**src/rtl/button_conditioner_pkg.sv**
```systemverilog
// Shared defaults, input indices, Up auto-repeat state encoding and the
// output-stage bundle used by the button conditioner.
package button_conditioner_pkg;

  localparam int DEBOUNCE_DEF = 4;
  localparam int HOLD_DEF     = 16;
  localparam int REPEAT_DEF   = 4;

  // Slot of each front-panel input in the debounce-cell array.
  localparam int NUM_INPUTS    = 7;
  localparam int BTN_NEXT      = 0;
  localparam int BTN_UP        = 1;
  localparam int BTN_SET_TIME  = 2;
  localparam int BTN_SET_ALARM = 3;
  localparam int BTN_SNOOZE    = 4;
  localparam int BTN_STOP      = 5;
  localparam int BTN_MUTE      = 6;

  typedef enum logic [1:0] {
    UP_IDLE      = 2'b00,
    UP_WAIT_HOLD = 2'b01,
    UP_REPEATING = 2'b10
  } up_state_e;

  typedef struct packed {
    logic next;
    logic up;
    logic set_time;
    logic set_alarm;
    logic snooze;
    logic stop;
    logic mute;
  } out_s;

  function automatic int max_int(input int a, input int b);
    return (a > b) ? a : b;
  endfunction

endpackage

```
**src/rtl/button_conditioner_debounce_cell.sv**
```systemverilog
// Two-flop synchroniser plus counting debouncer for one raw input; exposes the
// stable level and a one-cycle rise indication (combinational, one cycle wide).
module debounce_cell
  import button_conditioner_pkg::*;
#(
  parameter int DEBOUNCE = DEBOUNCE_DEF
) (
  input  logic Clk,
  input  logic Clr,
  input  logic raw,
  output logic level,
  output logic rise
);

  localparam int            CW     = $clog2(DEBOUNCE) + 1;
  localparam logic [CW-1:0] C_LAST = CW'(DEBOUNCE - 1);

  logic          s1_q, s1_d;
  logic          s2_q, s2_d;
  logic          stable_q, stable_d;
  logic          prev_q, prev_d;
  logic [CW-1:0] cnt_q, cnt_d;

  // NOTE: every always_comb output is given a default first, so no path can
  // leave a signal unassigned and infer a latch.
  always_comb begin
    s1_d     = raw;
    s2_d     = s1_q;
    prev_d   = stable_q;
    stable_d = stable_q;
    cnt_d    = cnt_q;
    if (s2_q == stable_q) begin
      cnt_d = '0;
    end else if (cnt_q == C_LAST) begin
      stable_d = s2_q;
      cnt_d    = '0;
    end else begin
      cnt_d = cnt_q + 1'b1;
    end
  end

  // NOTE: state flops use non-blocking assignments so every flop samples the
  // values from before the edge, independent of statement order.
  always_ff @(posedge Clk or negedge Clr) begin
    if (!Clr) begin
      s1_q     <= 1'b0;
      s2_q     <= 1'b0;
      stable_q <= 1'b0;
      prev_q   <= 1'b0;
      cnt_q    <= '0;
    end else begin
      s1_q     <= s1_d;
      s2_q     <= s2_d;
      stable_q <= stable_d;
      prev_q   <= prev_d;
      cnt_q    <= cnt_d;
    end
  end

  assign level = stable_q;
  assign rise  = stable_q & ~prev_q;

endmodule

```
**src/rtl/button_conditioner.sv**
```systemverilog
// Conditions the alarm-clock front panel: debounced press pulses, Up auto-repeat,
// SetTime/SetAlarm and Snooze/Stop conflict resolution, and a clean Mute level.
module button_conditioner
  import button_conditioner_pkg::*;
#(
  parameter int DEBOUNCE = DEBOUNCE_DEF,
  parameter int HOLD     = HOLD_DEF,
  parameter int REPEAT   = REPEAT_DEF
) (
  input  logic Clk,
  input  logic Clr,
  input  logic Next_raw,
  input  logic Up_raw,
  input  logic SetTime_raw,
  input  logic SetAlarm_raw,
  input  logic Snooze_raw,
  input  logic Stop_raw,
  input  logic Mute_raw,
  output logic Next,
  output logic Up,
  output logic SetTime,
  output logic SetAlarm,
  output logic Snooze,
  output logic Stop,
  output logic Mute
);

  localparam int            RW          = $clog2(max_int(HOLD, REPEAT));
  localparam logic [RW-1:0] HOLD_LAST   = RW'(HOLD - 1);
  localparam logic [RW-1:0] REPEAT_LAST = RW'(REPEAT - 1);

  logic [NUM_INPUTS-1:0] raw_vec;
  logic [NUM_INPUTS-1:0] level_vec;
  logic [NUM_INPUTS-1:0] rise_vec;

  assign raw_vec[BTN_NEXT]      = Next_raw;
  assign raw_vec[BTN_UP]        = Up_raw;
  assign raw_vec[BTN_SET_TIME]  = SetTime_raw;
  assign raw_vec[BTN_SET_ALARM] = SetAlarm_raw;
  assign raw_vec[BTN_SNOOZE]    = Snooze_raw;
  assign raw_vec[BTN_STOP]      = Stop_raw;
  assign raw_vec[BTN_MUTE]      = Mute_raw;

  for (genvar i = 0; i < NUM_INPUTS; i++) begin : g_db
    debounce_cell #(
      .DEBOUNCE(DEBOUNCE)
    ) u_debounce (
      .Clk  (Clk),
      .Clr  (Clr),
      .raw  (raw_vec[i]),
      .level(level_vec[i]),
      .rise (rise_vec[i])
    );
  end

  // Only Up and Mute use the level; Mute is never pulse-shaped.
  logic unused_bits;
  assign unused_bits = ^{level_vec[BTN_STOP:BTN_SET_TIME], level_vec[BTN_NEXT],
                         rise_vec[BTN_MUTE]};

  // ---------------------------------------------------------------- Up repeat
  up_state_e     up_state_q, up_state_d;
  logic [RW-1:0] rep_cnt_q, rep_cnt_d;
  logic          rep_pulse;

  always_comb begin
    up_state_d = up_state_q;
    rep_cnt_d  = rep_cnt_q;
    rep_pulse  = 1'b0;
    if (!level_vec[BTN_UP]) begin
      up_state_d = UP_IDLE;
      rep_cnt_d  = '0;
    end else begin
      unique case (up_state_q)
        UP_IDLE: begin
          if (rise_vec[BTN_UP]) begin
            up_state_d = UP_WAIT_HOLD;
            rep_cnt_d  = '0;
          end
        end
        UP_WAIT_HOLD: begin
          if (rep_cnt_q == HOLD_LAST) begin
            rep_pulse  = 1'b1;
            rep_cnt_d  = '0;
            up_state_d = UP_REPEATING;
          end else begin
            rep_cnt_d = rep_cnt_q + 1'b1;
          end
        end
        UP_REPEATING: begin
          if (rep_cnt_q == REPEAT_LAST) begin
            rep_pulse = 1'b1;
            rep_cnt_d = '0;
          end else begin
            rep_cnt_d = rep_cnt_q + 1'b1;
          end
        end
        default: begin
          up_state_d = UP_IDLE;
          rep_cnt_d  = '0;
        end
      endcase
    end
  end

  // ------------------------------------------------------------- output stage
  out_s out_q, out_d;

  always_comb begin
    out_d           = '0;
    out_d.next      = rise_vec[BTN_NEXT];
    out_d.up        = rise_vec[BTN_UP] | rep_pulse;
    // Simultaneous SetTime/SetAlarm is ambiguous, so neither is forwarded;
    // Stop always wins over Snooze.
    out_d.set_time  = rise_vec[BTN_SET_TIME] & ~rise_vec[BTN_SET_ALARM];
    out_d.set_alarm = rise_vec[BTN_SET_ALARM] & ~rise_vec[BTN_SET_TIME];
    out_d.snooze    = rise_vec[BTN_SNOOZE] & ~rise_vec[BTN_STOP];
    out_d.stop      = rise_vec[BTN_STOP];
    out_d.mute      = level_vec[BTN_MUTE];
  end

  always_ff @(posedge Clk or negedge Clr) begin
    if (!Clr) begin
      up_state_q <= UP_IDLE;
      rep_cnt_q  <= '0;
      out_q      <= '0;
    end else begin
      up_state_q <= up_state_d;
      rep_cnt_q  <= rep_cnt_d;
      out_q      <= out_d;
    end
  end

  assign Next     = out_q.next;
  assign Up       = out_q.up;
  assign SetTime  = out_q.set_time;
  assign SetAlarm = out_q.set_alarm;
  assign Snooze   = out_q.snooze;
  assign Stop     = out_q.stop;
  assign Mute     = out_q.mute;

endmodule
```
**config.mk**
```make
export PLATFORM = sky130hd
export DESIGN_NAME = button_conditioner
export DESIGN_NICKNAME = d
export VERILOG_FILES = /design/src/rtl/button_conditioner_pkg.sv /design/src/rtl/button_conditioner_debounce_cell.sv /design/src/rtl/button_conditioner.sv
export SDC_FILE = /design/constraint.sdc
export NUM_CORES = 1
export LEC_CHECK = 0
export ABC_AREA = 1
export BUFFER_PORTS_ARGS = -buffer_cell sky130_fd_sc_hd__buf_2
export CAP_MARGIN = 20
export CORE_MARGIN = 2
export CORE_UTILIZATION = 36
export CTS_BUF_LIST = sky130_fd_sc_hd__clkbuf_8
export CTS_CLUSTER_DIAMETER = 60
export DETAILED_ROUTE_END_ITERATION = 6
export HOLD_SLACK_MARGIN = 0.15
export PLACE_DENSITY = 0.57
export SLEW_MARGIN = 40
export SYNTH_ARGS = -nofsm -noshare
export SYNTH_HDL_FRONTEND = slang
export SYNTH_SLANG_ARGS = --single-unit
```
**constraint.sdc**
```tcl
create_clock -name Clk -period 3.13 [get_ports Clk]
set_clock_uncertainty 0.1 [all_clocks]
set_input_delay 0.4695 -clock Clk [delete_from_list [all_inputs] [get_ports Clk]]
set_output_delay 0.4695 -clock Clk [all_outputs]
set_load 0.03 [all_outputs]
```
### Word level (Yosys, flattened, before mapping)

Cells that the tools add are included.

* register bits: 61
* input port bits: 9
* output and inout bits: 7
* word-level logic and storage cells: 134

* add/sub/neg operators: 8
* equality and inequality tests: 21
* mux-type cells: 27
* bitwise logic cells: 26
* reduce and logical (&&, ||, !) cells: 9

Operators with widths (number)
* two-way mux 3 bit: 14
* adder 3 x 1 -> 3 bit (second input constant): 7
* == test 3 x 2 -> 1 bit (second input constant): 7
* two-way mux 4 bit: 4
* inverter 1 bit: 16
* AND reduction 2 bit: 7
* case mux 4 bit (3 select lines): 1
* bitwise AND 1 bit: 9
* == test 1 bit: 7
* two-way mux 2 bit: 3
* case mux 2 bit (3 select lines): 1
* adder 4 x 1 -> 4 bit (second input constant): 1
* == test 4 x 2 -> 1 bit (second input constant): 1
* == test 4 bit (second input constant): 1
* two-way mux 1 bit: 3
* inequality test 3 x 2 -> 1 bit (second input constant): 1
* inequality test 3 bit (second input constant): 1
* AND reduction 3 bit: 1
* == test 2 x 1 -> 1 bit (second input constant): 1
* == test 2 bit (second input constant): 1
* zero test 2 bit: 1
* inequality test 2 bit (second input constant): 1
* case mux 1 bit (2 select lines): 1
* OR 1 bit: 1

### Logic depth before layout (Yosys ltp)

Gate-level depths: netlist (run 1).

* depth in word-level cells: 5
* gate-level depth with buffers: 9
* gate-level depth less buffers: 9

### Cells and area by module

Synthesis (run 1) repeated with hierarchy kept, for this count alone.

* cells, all modules: 263
* area total of the unflattened synthesis: 2560.0 um^2

By module, submodules not included
* debounce_cell: times used 7, cells an instance 27, area each 267.8 um^2
* button_conditioner: times used 1, cells an instance 74, area each 685.7 um^2

### Worst setup path after synthesis (run 1)

OpenSTA, ideal clock, no wires.

* kind: reg2reg
* start point: register up_state_q[0]
* end point: register rep_cnt_q[2]
* library setup time: 117 ps
* data arrival time: 989 ps
* data required time: 2913 ps
* path slack: 1923 ps
* cell stages (with the launch flop): 9
* buffers on the path: 0
* period minus slack after synthesis: 1207 ps
* cell sequence: dfrtp_1 -> inv_1 -> ha_1 -> nand2_1 -> inv_2 -> nand2_4 -> inv_2 -> nand3_1 -> nand2_1

* longest elaborated chain between the ends: 3
* elaborated cells between the ends (all ways): 6

RTL lines
* start: declaration: line button_conditioner.sv:62 `up_state_e up_state_q, up_state_d;`
* start signal: assignment: line button_conditioner.sv:128 `up_state_q <= up_state_d;`
* == test 2 bit (tied with other cells): line button_conditioner.sv:74 `unique case (up_state_q)`
* case mux 4 bit (3 select lines): line button_conditioner.sv:74
* two-way mux 4 bit: line button_conditioner.sv:70 `if (!level_vec[BTN_UP]) begin`
* end signal: assignment: line button_conditioner.sv:129 `rep_cnt_q <= rep_cnt_d;`
* end: declaration: line button_conditioner.sv:63 `logic [RW-1:0] rep_cnt_q, rep_cnt_d;`

Parallel ways exist; a longest one is shown, timed or not.
A chain may end at the register's enable or synchronous reset.

### Worst setup path after layout (run 1)

* start point: register out_q (netlist bit Stop)
* end point: output port Stop

RTL lines
* start: declaration: line button_conditioner.sv:107 `out_s out_q, out_d;`
* start signal: assignment: line button_conditioner.sv:130 `out_q <= out_d;`
* end: declaration: line button_conditioner.sv:24 `output logic Stop,`

No word-level cell between the ends.

==> flow_summary.json, run 1 <==
{
  "worstPathMaxFanout": 1,
  "finalSetupTns_ns": 0,
  "grt_pass1_vias": 1364,
  "hold_viol_final": 0,
  "dpl_cell_area_sq_mm": 0.002490,
  "diodes": 0,
  "globalRouteOverflowTotal": 0,
  "rsz0062_at_grt": "false",
  "power_density_mw_per_mm2": 837.6,
  "drc": 0,
  "ys_top_cells_by_area": "dfrtp_1 (66%), nand2_1 (6.5%), ha_1 (6.0%)",
  "avgSynthCellArea_sq_um": 11.67,
  "io_pins": 16,
  "ir_drop_mv": 0.3903,
  "grt_pass1_wl_microns": 5747,
  "antenna_found_initial": 0,
  "stdcell_count": 314,
  "via_count": 1350,
  "path_clk_slew_ns": 0.07,
  "coreArea_sq_mm": 0.006277,
  "fp.dieW_microns": 84.10,
  "critPathLaunchType": "flip-flop",
  "setup_ws_ns": 1.701,
  "cp_num_buf_inv": 1,
  "power_mw": 2.301,
  "dr.first_iter.drc_count": 59,
  "ant_nets": 0,
  "grt_max_degree": 33,
  "r2r_cells": 9,
  "die_h_microns": 84.10,
  "min_period_ns": 1.429,
  "max_freq_ghz": 0.6996,
  "netlist.area_leader.share_pct": 66.09,
  "finalNetCount": 252,
  "crit_path_cell_trace": "buf_2",
  "cts_root_buf": "clkbuf_8",
  "dp_slack_ns": 1.827,
  "start_util_pct": 36.79,
  "fill_cells": 581,
  "cp_num_cells": 1,
  "timing.rr.end": "rep_cnt_q[3]",
  "cts_buffer_depth": 2,
  "required_ns": 2.56,
  "syn-num-nets": 218,
  "post_cts_buffers": 0,
  "h-tree-depth": 3,
  "slowest_stage": "dfrtp_1",
  "cap_violations": 0,
  "row_count": 29,
  "hold_path_class": "flip-flop to flip-flop",
  "grt_usage_pct": 10.53,
  "fin_crit_sh_pct": 45.67,
  "slew_headroom_pct": 55.32,
  "cpPeakStageDelay_ns": 0.36,
  "cts_sinks": 61,
  "ys_warn_count": 0,
  "tightest_slew_ns": 0.6702,
  "cts_buffers": 9,
  "insertion_delay_ns": 0.33,
  "worst_ep_arrival_time_ns": 0.86,
  "dp.cells": 290,
  "globalplace.congestion": 0.8077,
  "port_buffers": 15,
  "leakage_nw": 1.389,
  "synth_seq_area_share_pct": 66.09,
  "routedWlPerCell_microns": 9.701,
  "r2r_setup_slack_ns": 1.84,
  "drt_pre_antenna_iters": 4,
  "cp_top_family": "flip-flops",
  "syn_inst": 198,
  "status": "complete, no violations",
  "synth_area_leader_cell": "dfrtp_1",
  "end_kind": "output port",
  "crit_path_end": "Stop",
  "finalSetupViolCount": 0,
  "via_per_inst": 4.299,
  "area_growth_pct": 18.96,
  "slew_viol_final": 0,
  "layout_common_cells": "dfrtp_1 (61), nand2_1 (40), inv_1 (22)",
  "dp_hpwl_microns": 2106,
  "synth_cell_types": 22,
  "die_area_sq_mm": 0.007073,
  "cts_tree": "built",
  "path_class": "flip-flop to output port",
  "synth-seq-cells": 61,
  "syn_area_sq_mm": 0.002310,
  "drive_gt1_share_pct": 17.72,
  "design_area_sq_mm": 0.002748,
  "final_common_cell": "dfrtp_1",
  "totalWireLength_microns": 3046,
  "critPathLaunch": "Stop",
  "r2r-start": "up_state_q[0]"
}
## through the flow
step           hold slack (ns)  utilization (%)
4_1_cts                 0.2495            43.77
5_1_grt                 0.2560            43.77
2_1_floorplan          0.07391                -
3_5_place_dp            0.2347            39.67
6_report                0.2474            43.77
3_3_place_gp            0.2339            39.67
## report_power, final
| group | internal, mW | leakage, nW | switching (mW) |
|---|---|---|---|
| Clock | 0.323 | 0.0963 | 0.284 |
| Sequential | 1.00 | 0.768 | 0.118 |
| Combinational | 0.230 | 0.525 | 0.344 |
| Total | 1.56 | 1.39 | 0.746 |
## cell families after synthesis
kind of cell               count (synthesis)  synth area share, %
AOI/OAI and AO/OA                          6                1.300
xor gates and xnor gates                   8                3.034
adders and majority gates                 11                5.959
buffers and inverters                     26                4.550
DFF                                       61                66.09
muxes                                      4                1.950
and+or+nand+nor                           82                17.12
## flip-flops by register name, summed over array words and instances, names as in the netlist, 2 cells and up
register                count
g_db.u_debounce.s1_q        7
g_db.u_debounce.level       7
g_db.u_debounce.s2_q        7
up_state_q                  2
g_db.u_debounce.cnt_q      21
rep_cnt_q                   4
g_db.u_debounce.prev_q      6
## metal layers
metal | track usage, % | up-vias | routed length [microns]
met3 | 3.561 | 10 | 105
met5 | 0 | - | 0
li1 | - | 701 | -
met4 | 8.358 | 0 | 120
met2 | 14.79 | 18 | 1290
met1 | 13.20 | 621 | 1529
## worst min path at each step
stage                            start                      end  slack (ns)  depth (start not counted)
2_1_floorplan                      Clr                     Mute        0.07                          0
3_3_place_gp   g_db[3].u_debounce.s1_q  g_db[3].u_debounce.s2_q        0.23                          0
3_5_place_dp   g_db[3].u_debounce.s1_q  g_db[3].u_debounce.s2_q        0.23                          0
4_1_cts        g_db[3].u_debounce.s1_q  g_db[3].u_debounce.s2_q        0.25                          0
5_1_grt        g_db[6].u_debounce.s1_q  g_db[6].u_debounce.s2_q        0.26                          0
6_report       g_db[2].u_debounce.s1_q  g_db[2].u_debounce.s2_q        0.25                          0
## cell usage after synthesis, drive strengths merged
cell type	instances
a21oi	3
and3	1
buf	1
dfrtp	61
ha	11
inv	25
mux2	4
nand2	43
nand3	7
nand4	3
nor2	13
nor3	8
nor3b	7
o21ai	3
xnor2	7
xor2	1
## cell type report
| class | count | area (sq um) | share of cell area (%) |
|---|---|---|---|
| flip-flops and latches | 61 | 1526 | 55.56 |
| multi-input cells | 111 | 678.2 | 24.68 |
| repair buffers | 24 | 175.2 | 6.375 |
| clock buffers | 11 | 151.4 | 5.510 |
| well taps | 77 | 96.34 | 3.506 |
| inverters | 25 | 93.84 | 3.415 |
| clock inverters | 5 | 26.28 | 0.9563 |
## timing repair
action / in CTS / in global routing
hold endpoints to repair: 36 / 0
hold buffers: 8 / 0
gates resized for setup: 0 / 0
Note: power is estimated with default switching activity, not from simulation.
==> run 2, diff against run 1 <==
PLACE_DENSITY = 0.59   (was 0.57)
clock period = 1.15 ns   (was 3.13 ns; I/O delays follow)
==> run 2 against run 1 <==
  * The flow now finishes with violations (negative setup slack)
  * Combinational power grew to 3.7 times the previous value
  * Routed wire length is 8.9% higher
  * Hold slack worse by 0.00077 ns
  * Count of clock-buffer cells in the layout is 1 higher
  * Largest cell class unchanged
==> flow_summary.json, run 2 (synthesis results as in run 1) <==
{
  "insertion_delay_ns": 0.33,
  "required_ns": 1.27,
  "cts_tree": "built",
  "critPathLaunch": "up_state_q[1]",
  "fp.dieW_microns": 84.10,
  "max_freq_ghz": 0.8057,
  "violations": "negative setup slack",
  "io_pins": 16,
  "critPathLaunchType": "flip-flop",
  "holdWs_ns": 0.2466,
  "leakage_nw": 1.510,
  "via_count": 1403,
  "r2r-start": "up_state_q[1]",
  "row_count": 29,
  "cts_root_buf": "clkbuf_8",
  "cts_buffer_depth": 2,
  "dp_hpwl_microns": 2186,
  "crit_path_cell_trace": "inv_2 > ha_4 > nand2_2 > inv_2 > nand2_4 > nand2_4 > inv_2 > nand3_2 > nand2_1",
  "globalRouteOverflowTotal": 0,
  "layout_common_cells": "dfrtp_1 (61), nand2_1 (33), inv_1 (21)",
  "grt_pass1_wl_microns": 5940,
  "drt_pre_antenna_iters": 4,
  "largest_reg_flops": 21,
  "coreArea_sq_mm": 0.006277,
  "grt_max_degree": 62,
  "cpMostUsedCell": "inv_2",
  "grt_pass1_vias": 1393,
  "hold_viol_final": 0,
  "min_period_ns": 1.241,
  "r2r_cells": 9,
  "timing.rr.end": "rep_cnt_q[2]",
  "cap_violations": 0,
  "slew_viol_final": 0,
  "via_per_inst": 4.252,
  "routedWlPerCell_microns": 10.05,
  "slowest_stage": "dfrtp_1",
  "hold_path_class": "flip-flop to flip-flop",
  "dr.first_iter.drc_count": 26,
  "globalplace.congestion": 0.7842,
  "status": "finished with violations",
  "grt_usage_pct": 10.79,
  "seqCellArea_sq_mm": 0.001526,
  "diodes": 0,
  "cts_buffers": 9,
  "port_buffers": 15,
  "rsz0062_at_grt": "true",
  "slew_headroom_pct": 78.06,
  "finalSetupViolCount": 10,
  "fill_cells": 583,
  "antenna_found_initial": 0,
  "setup_ws_ns": -0.09122,
  "power_mw": 6.848,
  "cpPeakStageDelay_ns": 0.39,
  "drive_gt1_share_pct": 33.60,
  "cts_sinks": 61,
  "die_area_sq_mm": 0.007073,
  "worst_ep_arrival_time_ns": 1.36,
  "totalWireLength_microns": 3316,
  "power_density_mw_per_mm2": 2262,
  "r2r_setup_slack_ns": -0.09,
  "ir_drop_mv": 1.231,
  "drc": 0,
  "largest_register": "g_db.u_debounce.cnt_q",
  "h-tree-depth": 3,
  "ant_nets": 0,
  "final_common_cell": "dfrtp_1",
  "area_growth_pct": 31.09,
  "worstPathMaxFanout": 4,
  "fin_crit_sh_pct": 107.9,
  "crit_path_end": "rep_cnt_q[2]",
  "end_kind": "flip-flop",
  "tightest_slew_ns": 0.3268,
  "die_h_microns": 84.10,
  "multi_input_area_sq_um": 794.5,
  "start_util_pct": 36.79,
  "path_clk_slew_ns": 0.06,
  "finalNetCount": 269,
  "path_class": "flip-flop to flip-flop"
}
-- run 2: critical path: cells and delay by family, from the launching register on --
kind | cells | cell delay [ns]
DFF | 1 | 0.39
and+or+nand+nor | 5 | 0.26
buffers and inverters | 3 | 0.24
adders and majority gates | 1 | 0.13
-- run 2: cell type report --
type	count	area share, %
sequential	61	50.41
timing repair buffer	41	11.20
clock buffer	12	5.455
clock inverter	3	0.4132
multi-input combinational	111	26.24
inverter	25	3.099
tap	77	3.182
-- run 2: power breakdown --
group	internal [mW]	switching (mW)	total, mW
logic	1.06	1.06	2.12
clock network	0.926	0.719	1.65
registers	2.73	0.352	3.08
total	4.72	2.13	6.85
-- run 2: worst min-delay path by stage --
stage | depth (start not counted) | endpoint | from | slack [ns]
finish | 0 | g_db[4].u_debounce.s2_q | g_db[4].u_debounce.s1_q | 0.25
global route | 0 | g_db[3].u_debounce.s2_q | g_db[3].u_debounce.s1_q | 0.26
CTS | 0 | g_db[1].u_debounce.s2_q | g_db[1].u_debounce.s1_q | 0.25
global placement | 2 | g_db[6].u_debounce.cnt_q[2] | Clr | 0.11
detailed placement | 2 | g_db[6].u_debounce.cnt_q[2] | Clr | 0.11
floorplan | 0 | Mute | Clr | -0.22
-- run 2: stage by stage --
stage,utilization (%),instances,setup WS (ns),setup TNS [ns],cell area [sq um]
after floorplan,-,198,-0.006991,-0.01871,2347
after global routing,48.24,330,-0.1875,-1.305,3028
after detailed placement,41.46,300,-0.08799,-0.7309,2603
final,48.24,330,-0.09122,-0.4957,3028
after CTS,46.32,325,-0.09430,-0.5938,2908
after global placement,41.46,300,-0.07598,-0.4774,2603
-- run 2: timing repair --
item,in CTS,in global routing
hold buffers,8,0
setup endpoints to repair,14,26
pin swaps,9,4
buffers inserted,2,5
hold endpoints to repair,68,0
gates resized for setup,11,26
-- run 2: per-layer routing --
layer / track usage, % / share of wire (%) / up-vias / wire length (microns)
li1: - / - / 725 / -
met4: 6.158 / 2.4 / 0 / 78
met5: 0 / 0 / - / 0
met1: 13.36 / 47 / 650 / 1574
met3: 5.143 / 4.7 / 8 / 157
met2: 15.44 / 45 / 20 / 1504
==> run 3, diff against run 2 <==
PLACE_DENSITY = 0.57   (was 0.59)
clock period = 1.5 ns   (was 1.15 ns; I/O delays follow)
==> run 3 against run 2 <==
  * The run now ends clean
  * Via count fell by 2.7%
  * Sequential share of layout area is 4.8 points higher
  * Global-route usage is 0.75 points lower
  * Design area decreased by 8.8%
  * Flip-flop and latch count stayed put
  * Sequential power shrank 24%
  * Die area stayed put
  * First-iteration DRC count is 15% lower
  * Routed wire length down 4.6%
  * Setup slack improved by 0.28 ns
  * Utilization decreased by 4.2 points
==> flow_summary.json, run 3 (synthesis results as in run 1) <==
{
  "fin_crit_sh_pct": 87.54,
  "row_count": 29,
  "cts_sinks": 61,
  "insertion_delay_ns": 0.33,
  "h-tree-depth": 3,
  "worstPathMaxFanout": 3,
  "slew_headroom_pct": 78.35,
  "routedWlPerCell_microns": 10.08,
  "ant_nets": 0,
  "cts_tree": "built",
  "via_per_inst": 4.347,
  "path_class": "flip-flop to flip-flop",
  "cts_root_buf": "clkbuf_8",
  "slew_viol_final": 0,
  "min_period_ns": 1.313,
  "post-route-util_pct": 44.01,
  "largest_register": "g_db.u_debounce.cnt_q",
  "ir_drop_mv": 0.8012,
  "worst_ep_arrival_time_ns": 1.44,
  "antenna_found_initial": 0,
  "layout_common_cells": "dfrtp_1 (61), nand2_1 (40), inv_1 (23)",
  "drive_gt1_share_pct": 17.30,
  "tightest_slew_ns": 0.3247,
  "cts_buffer_depth": 2,
  "fp.dieW_microns": 84.10,
  "holdWs_ns": 0.2462,
  "cpPeakStageDelay_ns": 0.39,
  "drt_pre_antenna_iters": 4,
  "start_util_pct": 36.79,
  "grt_usage_pct": 10.05,
  "finalSetupTns_ns": 0,
  "end_kind": "flip-flop",
  "die_area_sq_mm": 0.007073,
  "die_h_microns": 84.10,
  "diodes": 0,
  "leakage_nw": 1.398,
  "largest_reg_flops": 21,
  "cts_buffers": 9,
  "globalplace.congestion": 0.8173,
  "power_density_mw_per_mm2": 1783,
  "grt_max_degree": 62,
  "fill_cells": 570,
  "dp_slack_ns": 0.1812,
  "setup_ws_ns": 0.1869,
  "hold_path_class": "flip-flop to flip-flop",
  "slowest_stage": "dfrtp_1",
  "critPathLaunchType": "flip-flop",
  "crit_path_cell_trace": "inv_1 > ha_1 > nand2_1 > inv_2 > nand2_4 > inv_2 > nand3_1 > nand2_1",
  "post_cts_buffers": 0,
  "coreArea_sq_mm": 0.006277,
  "drc": 0,
  "hold_viol_final": 0,
  "path_clk_slew_ns": 0.06,
  "final_common_cell": "dfrtp_1",
  "cap_violations": 0,
  "grt_pass1_wl_microns": 5471,
  "dp_hpwl_microns": 2060,
  "via_count": 1365,
  "dr.first_iter.drc_count": 22,
  "area_growth_pct": 19.61,
  "totalWireLength_microns": 3165,
  "port_buffers": 15,
  "cts-resized-gates": 0,
  "finalSetupViolCount": 0,
  "grt_pass1_vias": 1287,
  "status": "complete, no violations",
  "required_ns": 1.62,
  "globalRouteOverflowTotal": 0,
  "max_freq_ghz": 0.7616,
  "holdBufCountCts": 8,
  "rsz0062_at_grt": "false",
  "io_pins": 16,
  "finalNetCount": 252
}
[run 3: cell count changes in the layout (fill, tap and decap cells not counted), moves of 3 or more]
cell and change:
buf_4 -19, ha_1 +9, buf_2 +7, ha_2 -7, nand2_1 +7, nand2_2 -7
buf_6 -5, mux2_4 -4, mux2_1 +3, nor3b_1 +3, nor3b_2 -3
[run 3: report_power, final]
part           total, mW  switching [mW]  internal [mW]
sequential          2.34           0.248           2.09
clock               1.40           0.603          0.794
combinational       1.19           0.713          0.478
[run 3: metrics by stage]
step                total power [mW]  cells  instance area, sq um
floorplan                      3.274    198                  2310
global placement               3.531    290                  2490
detailed placement             3.571    290                  2490
CTS                            5.017    314                  2763
global route                   5.276    314                  2763
finish                         4.926    314                  2763
[run 3: path summary, 6_finish.rpt]
kind / depth (start not counted) / start / slack [ns] / endpoint
max: 8 / up_state_q[0] / 0.19 / rep_cnt_q[3]
min reg2reg: 0 / g_db[2].u_debounce.s1_q / 0.25 / g_db[2].u_debounce.s2_q
min in group asynchronous: 3 / Clr / 0.31 / Mute
min: 0 / g_db[2].u_debounce.s1_q / 0.25 / g_db[2].u_debounce.s2_q
max in group asynchronous: 3 / Clr / 0.70 / g_db[5].u_debounce.cnt_q[0]
max reg2reg: 8 / up_state_q[0] / 0.19 / rep_cnt_q[3]
[run 3: metal layers]
| metal | GRT usage [%] | part of all wire, % |
|---|---|---|
| met1 | 11.77 | 47 |
| met2 | 15.15 | 46 |
| met3 | 2.967 | 3.6 |
| met4 | 8.358 | 3.2 |
| met5 | 0 | 0 |
[run 3: area by class of cell]
class / instances / area, sq um / share of cell area, %
multi-input combinational: 111 / 678.2 / 24.55
timing repair buffer: 24 / 175.2 / 6.341
clock inverter: 6 / 55.05 / 1.993
inverter: 25 / 93.84 / 3.397
sequential: 61 / 1526 / 55.25
clock buffer: 10 / 137.6 / 4.982
tap: 77 / 96.34 / 3.487
[run 3: worst max-delay path: cells and delay by family (launching register included)]
kind / cells / cell delay (ns)
and+or+nand+nor: 4 / 0.27
adders and majority gates: 1 / 0.28
buffers and inverters: 3 / 0.17
DFF: 1 / 0.39
